--- src/rtl/csr_arb_pkg.sv ---
// Shared types and sizing helpers for the CSR access arbiter.
package csr_arb_pkg;

  localparam int unsigned ADDR_W_DEF = 3;
  localparam int unsigned DATA_W_DEF = 32;

  typedef enum logic [2:0] {
    ST_IDLE,
    ST_ADDR,
    ST_SETTLE,
    ST_WRITE,
    ST_READ,
    ST_RESP
  } csr_arb_state_e;

  function automatic int unsigned settle_cnt_w(input int unsigned settle_max);
    return $clog2(settle_max + 1);
  endfunction

endpackage

--- src/rtl/csr_rr_pick.sv ---
// Combinational round-robin picker: search starts one past the last winner.
module csr_rr_pick #(
  parameter int unsigned NUM_REQ = 2,
  localparam int unsigned IDX_W  = $clog2(NUM_REQ)
) (
  input  logic [NUM_REQ-1:0] req,
  input  logic [IDX_W-1:0]   last_winner,
  output logic [NUM_REQ-1:0] grant,
  output logic [IDX_W-1:0]   idx,
  output logic               any
);

  logic [IDX_W-1:0] cand;

  always_comb begin
    cand  = '0;
    idx   = '0;
    any   = 1'b0;
    for (int unsigned k = 1; k <= NUM_REQ; k++) begin
      cand = IDX_W'((32'(last_winner) + k) % NUM_REQ);
      if (!any && req[cand]) begin
        any = 1'b1;
        idx = cand;
      end
    end
    grant = any ? (NUM_REQ'(1) << idx) : '0;
  end

endmodule

--- src/rtl/csr_arb.sv ---
// Arbitrates NUM_REQ requesters onto the single CSR access path and sequences
// each accepted request into address-select, settle, write/read and response.
module csr_arb
  import csr_arb_pkg::*;
#(
  parameter int unsigned NUM_REQ    = 2,
  parameter int unsigned ADDR_W     = ADDR_W_DEF,
  parameter int unsigned DATA_W     = DATA_W_DEF,
  parameter int unsigned SETTLE_MAX = 7
) (
  input  logic                      sys_clk,
  input  logic                      sys_rst,
  input  logic [NUM_REQ-1:0]        req_valid,
  output logic [NUM_REQ-1:0]        req_ready,
  input  logic [NUM_REQ-1:0]        req_write,
  input  logic [NUM_REQ*ADDR_W-1:0] req_addr,
  input  logic [NUM_REQ*DATA_W-1:0] req_wdata,
  output logic [NUM_REQ-1:0]        rsp_valid,
  output logic                      rsp_err,
  output logic [DATA_W-1:0]         rsp_rdata,
  output logic                      busy,
  output logic                      arb_csr_addr_valid,
  output logic [ADDR_W-1:0]         arb_csr_addr,
  output logic                      arb_csr_data_valid,
  output logic [DATA_W-1:0]         arb_csr_data,
  input  logic [ADDR_W-1:0]         csr_addr,
  input  logic [DATA_W-1:0]         csr_data
);

  localparam int unsigned IDX_W = $clog2(NUM_REQ);
  localparam int unsigned CNT_W = settle_cnt_w(SETTLE_MAX);

  csr_arb_state_e state_q, state_d;

  logic [IDX_W-1:0]   winner_q;
  logic [IDX_W-1:0]   last_q;
  logic               write_q;
  logic [ADDR_W-1:0]  addr_q;
  logic [DATA_W-1:0]  wdata_q;
  logic [CNT_W-1:0]   cnt_q;
  logic               err_q;
  logic [DATA_W-1:0]  rdata_q;

  logic [NUM_REQ-1:0] grant;
  logic [IDX_W-1:0]   pick_idx;
  logic               pick_any;
  logic               sel_write;
  logic [ADDR_W-1:0]  sel_addr;
  logic [DATA_W-1:0]  sel_wdata;
  logic               addr_match;
  logic               settle_expired;

  csr_rr_pick #(
    .NUM_REQ (NUM_REQ)
  ) u_pick (
    .req         (req_valid),
    .last_winner (last_q),
    .grant       (grant),
    .idx         (pick_idx),
    .any         (pick_any)
  );

  assign sel_write      = req_write[pick_idx];
  assign sel_addr       = req_addr[pick_idx*ADDR_W +: ADDR_W];
  assign sel_wdata      = req_wdata[pick_idx*DATA_W +: DATA_W];
  assign addr_match     = (csr_addr == addr_q);
  assign settle_expired = (cnt_q == CNT_W'(SETTLE_MAX));

  always_ff @(posedge sys_clk) begin
    if (sys_rst) begin
      state_q <= ST_IDLE;
    end else begin
      state_q <= state_d;
    end
  end

  always_comb begin
    state_d = state_q;
    case (state_q)
      ST_IDLE:   if (pick_any) state_d = ST_ADDR;
      ST_ADDR:   state_d = ST_SETTLE;
      ST_SETTLE: begin
        if (addr_match) begin
          state_d = write_q ? ST_WRITE : ST_READ;
        end else if (settle_expired) begin
          state_d = ST_RESP;
        end
      end
      ST_WRITE:  state_d = ST_RESP;
      ST_READ:   state_d = ST_RESP;
      ST_RESP:   state_d = ST_IDLE;
      default:   state_d = ST_IDLE;
    endcase
  end

  // wdata_q only moves on a write accept so arb_csr_data keeps the last written value
  always_ff @(posedge sys_clk) begin
    if (sys_rst) begin
      winner_q <= '0;
      last_q   <= IDX_W'(NUM_REQ - 1);
      write_q  <= 1'b0;
      addr_q   <= '0;
      wdata_q  <= '0;
      cnt_q    <= '0;
      err_q    <= 1'b0;
      rdata_q  <= '0;
    end else begin
      case (state_q)
        ST_IDLE: begin
          if (pick_any) begin
            winner_q <= pick_idx;
            write_q  <= sel_write;
            addr_q   <= sel_addr;
            err_q    <= 1'b0;
            rdata_q  <= '0;
            if (sel_write) wdata_q <= sel_wdata;
          end
        end
        ST_ADDR:   cnt_q <= '0;
        ST_SETTLE: begin
          if (!addr_match) begin
            if (settle_expired) err_q <= 1'b1;
            else                cnt_q <= cnt_q + 1'b1;
          end
        end
        ST_READ:   rdata_q <= csr_data;
        ST_RESP:   last_q  <= winner_q;
        default:   ;
      endcase
    end
  end

  always_comb begin
    req_ready          = '0;
    rsp_valid          = '0;
    rsp_err            = 1'b0;
    rsp_rdata          = '0;
    arb_csr_addr_valid = 1'b0;
    arb_csr_data_valid = 1'b0;
    if (!sys_rst) begin
      case (state_q)
        ST_IDLE:  req_ready          = grant;
        ST_ADDR:  arb_csr_addr_valid = 1'b1;
        ST_WRITE: arb_csr_data_valid = 1'b1;
        ST_RESP: begin
          rsp_valid = NUM_REQ'(1) << winner_q;
          rsp_err   = err_q;
          rsp_rdata = rdata_q;
        end
        default:  ;
      endcase
    end
  end

  assign busy         = (state_q != ST_IDLE);
  assign arb_csr_addr = addr_q;
  assign arb_csr_data = wdata_q;

endmodule

--- config.mk ---
export PLATFORM = sky130hd
export DESIGN_NAME = csr_arb
export DESIGN_NICKNAME = d
export VERILOG_FILES = /design/src/rtl/csr_arb_pkg.sv /design/src/rtl/csr_rr_pick.sv /design/src/rtl/csr_arb.sv
export SDC_FILE = /design/constraint.sdc
export NUM_CORES = 1
export LEC_CHECK = 0
export CAP_MARGIN = 10
export CORE_MARGIN = 3
export CORE_UTILIZATION = 30
export CTS_CLUSTER_SIZE = 28
export DETAILED_ROUTE_END_ITERATION = 10
export GPL_ROUTABILITY_DRIVEN = 0
export REMOVE_ABC_BUFFERS = 1
export SLEW_MARGIN = 20
export SYNTH_ARGS = -nofsm -noshare
export SYNTH_HDL_FRONTEND = slang
export SYNTH_SLANG_ARGS = --single-unit
--- constraint.sdc ---
create_clock -name sys_clk -period 2.4 [get_ports sys_clk]
set_input_delay 0.72 -clock sys_clk [delete_from_list [all_inputs] [get_ports sys_clk]]
set_output_delay 0.72 -clock sys_clk [all_outputs]
set_load 0.01 [all_outputs]
* Word level (Yosys, flattened, before mapping)
Index checks and enable logic that the tools add are counted.
Cells by class: equal/unequal tests 12, $add $sub $neg 3, shifts and indexed selects 4, magnitude comparators 3, reductions and logical operators 14, multiply operators 1, multiplexer cells 37
Operator list (number):
- 2-to-1 mux 32 bit | 3
- case mux 32 bit (2 select lines) | 1
- indexed part select 64 x 7 -> 32 bit | 1
- 2-to-1 mux 1 bit | 19
- 2-to-1 mux 3 bit | 6
- case mux 3 bit (4 select lines) | 1
- 2-to-1 mux 2 bit | 5
- == test 3 bit (second input constant) | 3
- != test 2 bit (second input constant) | 4
- == test 3 x 2 -> 1 bit (second input constant) | 2
- less-than comparator 1 x 2 -> 1 bit (second input constant) | 3
- case mux 3 bit (2 select lines) | 1
- AND reduction 2 bit | 3
- AND reduction 3 bit | 2
- nonzero test 2 bit | 3
- indexed part select 6 x 4 -> 3 bit | 1
- AND reduction 4 bit | 1
- left shift 1 x 1 -> 2 bit (first input constant) | 2
- adder 3 x 1 -> 3 bit (second input constant) | 1
- == test 3 x 1 -> 1 bit (second input constant) | 1
- == test 3 bit | 1
- zero test 3 bit | 1
- multiplier 1 x 2 -> 3 bit (second input constant) | 1
- != test 3 bit (second input constant) | 1
- 6 further kinds | 7
Storage, ports and cells: bits in registers 77, word-level logic and storage cells 83, output and inout port bits 75

* Longest topological paths before layout
depth in word-level cells 11, depth in mapped cells 7, depth with buffers taken out 6

* Hierarchy
From an unflattened synthesis, not the netlist that was laid out.
Unflattened totals: cell total of the unflattened synthesis 416, area total of the unflattened synthesis 3643.5 sq um
Modules (own cells, without submodules):
- csr_arb | instances 1, seq. area each 1541.5 sq um, cells an instance 411, area an instance 3611.0 sq um
- csr_rr_pick | instances 1, seq. area each 0.0 sq um, cells an instance 5, area an instance 32.5 sq um

* Worst setup path after synthesis
No wires, ideal clock.
path type input to output, from input port sys_rst, to output port rsp_valid[0], cell stages on the path 4, data arrival time 1575 ps, slack 105 ps, cells stage by stage buf_2 -> clkbuf_1 -> buf_1 -> nor3_1
Between the ends: word-level cells in the longest chain between the ends 1
RTL lines:
- start, declared | RTL line csr_arb.sv:12 | input logic sys_rst,
- 2-to-1 mux 2 bit | RTL line csr_arb.sv:140 | if (!sys_rst) begin
- end, declared | RTL line csr_arb.sv:18 | output logic [NUM_REQ-1:0] rsp_valid,
Every way passes these cells.

* Worst setup path in the final report
from register state_q[1], to output port rsp_valid[1]
Between the ends: word-level cells in the longest chain between the ends 3
RTL lines:
- start, declared | RTL line csr_arb.sv:33 | csr_arb_state_e state_q, state_d;
- start signal, assigned | RTL line csr_arb.sv:73 | state_q <= state_d;
- == test 3 bit | RTL line csr_arb.sv:141 | case (state_q)
- 2-to-1 mux 2 bit | RTL line csr_arb.sv:141
- 2-to-1 mux 2 bit | RTL line csr_arb.sv:140
Every way passes these cells.

==> results_dict.tcl <==
set metrics [dict create \
    status "finished clean" \
    dp.cells 764 \
    start_util_pct 31.2 \
    avgSynthCellArea_um2 9.03 \
    row_count 40 \
    tightest_slew_ns 0.525 \
    clk_path_buf_depth 2 \
    fin_tns_setup_ns 0 \
    grt_pass1_vias 3894 \
    min_period_ns 2.32 \
    finalClockSkew_ns 0.00434 \
    synth-edff-count 0 \
    yosysUniqueCellTypes 41 \
    synthAdderAreaFrac_pct 0.657 \
    crit_type "flip-flop to output pin" \
    synthArstFlopShare_pct 0 \
    synth_most_common_cell "dfxtp_1" \
    cts_htree_levels 3 \
    ys_ff_latch 77 \
    ant_nets 0 \
    min_path_type "flip-flop to flip-flop" \
    grt_pass1_wl_um 19800 \
    power_density_mw_per_mm2 880 \
    synth_compound_area_share_pct 22.8 \
    worst_skew_pair.late_latency_ns 0.33 \
    endpoint_kind "output pin" \
    path_max_fanout 3 \
    yosysWarnings 0 \
    stdcell_count 785 \
    pin_count 186 \
    dieArea_mm2 0.0141 \
    synth.area.top_cells "dfxtp_1, a211oi_2, mux2i_1, a21oi_1, and2_1" \
    cts_tree "built" \
    synthSimpleGateAreaFrac_pct 19.4 \
    fin_crit_sh_pct 96.6 \
    yosysSeqAreaShare_pct 40.5 \
    peakVddDrop_mv 0.490 \
    synth_top_cell_area_share_pct 40.5 \
    start_kind "flip-flop" \
    synthMuxAreaShare_pct 9.79 \
    synth-main-ff-cell "dfxtp_1" \
    n_antenna_cell 0 \
    vias 3750 \
    yosys-top-cells-count "dfxtp_1, a21oi_1, nand2_1" \
    maxCapViolations 0 \
    grt_overflow 0 \
    cts.sinks 77 \
    drv_slew 0 \
    required_ns 1.68 \
    synth_xor_area_share_pct 0.690 \
    grt_max_degree 38 \
    gr-usage-all-layers_pct 17.3 \
    setup_viol 0 \
    cts-root-buf "clkbuf_16" \
    wl_per_cell_um 15.5 \
    relSlewSlack_pct 65.0 \
    numCtsBuffers 9 \
    firstDrtPassIters 4 \
    hpwl_um 8880 \
    p_leak_uw 0.00234 \
    cp.arrival_ns 1.60 \
    antenna_found_initial 0 \
    netlist_instances 422 \
    hold_viol 0 \
    cts.hold.buffers_added 0 \
    area_growth_pct 62.0 \
    path_clk_slew_ns 0.06 \
    drc 0 \
    synth_top_family_by_area "compound AO/OA/AOI/OAI gates" \
    dr.first_iter.drc_count 113 \
    drive_gt1_share_pct 21.6 \
    drt-vias-per-instance 4.78 \
    die_width_um 119 \
    coreArea_mm2 0.0122 \
    portBuffers 185 \
    yosysTopAreaCell "dfxtp_1" \
    nNetsFinal 725 \
    wirelength_um 12200 \
    die_h_um 119 \
    synth_area_mm2 0.00381 \
    fmaxAchievable_mhz 431 \
]
-- worst max-delay path: stages (launching register included) --
cell and delay, ns:
dfxtp_4 0.36, nor2b_4 0.12, nand2_2 0.08, nor2_4 0.11
buf_4 0.13, buf_4 0.10, and2_1 0.11, clkdlybuf4s15_1 0.25
-- report_power, final --
part           internal, uW  switching, uW
clock                  1040            525
combinational          1040           1150
sequential             1520            149
-- registers in the layout (all words and copies together), names as in the netlist --
name / count
arb_csr_addr: 3
arb_csr_data: 32
cnt_q: 3
err_q: 1
last_q: 1
rdata_q: 32
state_q: 3
winner_q: 1
write_q: 1
-- layout by cell type (no fill, tap or decap), drive strengths merged, types with 2 or more instances in the layout --
| master | n |
|---|---|
| clkdlybuf4s50 | 142 |
| dfxtp | 77 |
| a21oi | 67 |
| buf | 54 |
| nand2 | 39 |
| and2 | 37 |
| mux2i | 35 |
| nand3 | 33 |
| a211oi | 32 |
| clkbuf | 28 |
| nor2 | 9 |
| nor3 | 7 |
| nor2b | 7 |
| nand2b | 5 |
| o2bb2ai | 5 |
| xor2 | 3 |
| bufinv | 3 |
| dlygate4sd2 | 3 |
| clkdlybuf4s15 | 3 |
| inv | 2 |
| and3 | 2 |
| a32o | 2 |
| ha | 2 |
| clkinvlp | 2 |
| mux2 | 2 |
-- layout make-up --
class	instances	area, um^2
fill	1201	6040
multi-input combinational	301	2080
timing repair buffer	221	1980
sequential	77	1550
clock buffer	10	239
tap	168	210
clock inverter	6	110
inverter	2	7.51
-- cells by family (layout without fill, tap and decap cells) --
| family | count (synthesis) | count (layout) |
|---|---|---|
| DFF | 77 | 77 |
| muxes | 37 | 37 |
| and+or+nand+nor | 143 | 143 |
| buffers and inverters | 44 | 239 |
| AOI/OAI and AO/OA | 116 | 116 |
| adders and majority gates | 2 | 2 |
| xor gates and xnor gates | 3 | 3 |
-- path summary, 6_finish.rpt --
| check | cells after the start | start | slack (ns) | endpoint |
|---|---|---|---|---|
| setup / recovery | 7 | state_q[1]$_SDFFE_PP0P_ | 0.08 | rsp_valid[1] |
| hold / removal | 2 | rdata_q[19]$_SDFFE_PP0P_ | 0.46 | rdata_q[19]$_SDFFE_PP0P_ |
| setup reg to reg | 6 | state_q[0]$_SDFFE_PP0P_ | 0.41 | arb_csr_data[26]$_SDFFE_PP0P_ |
| hold reg to reg | 2 | rdata_q[19]$_SDFFE_PP0P_ | 0.46 | rdata_q[19]$_SDFFE_PP0P_ |
-- stage by stage --
step | total power (uW) | setup slack (ns) | utilization (%) | hold slack [ns] | cell area, um^2
floorplan | 2750 | -1.32 | - | 0.434 | 3580
global placement | 3840 | -0.633 | 48.5 | 0.449 | 5920
detailed placement | 3860 | -0.628 | 48.5 | 0.454 | 5920
CTS | 5520 | 0.00323 | 51.1 | 0.462 | 6240
global route | 5770 | -0.000371 | 50.5 | 0.480 | 6170
finish | 5430 | 0.0810 | 50.5 | 0.461 | 6170
-- what timing repair did --
| action | CTS | global route |
|---|---|---|
| cloned | 1 | 0 |
| endpoints found under the setup margin | 40 | 35 |
| pin swaps | 3 | 1 |
| gates resized for setup | 104 | 42 |
| buffers inserted | 4 | 1 |
-- routing by layer --
metal	vias to the layer above	track usage (%)	routed length [um]
li1	1868	-	-
met1	1720	20.1	5070
met2	150	27.4	5540
met3	12	8.42	1400
met4	0	6.88	196
met5	-	0	0
Note: power is estimated with default switching activity, not from simulation.
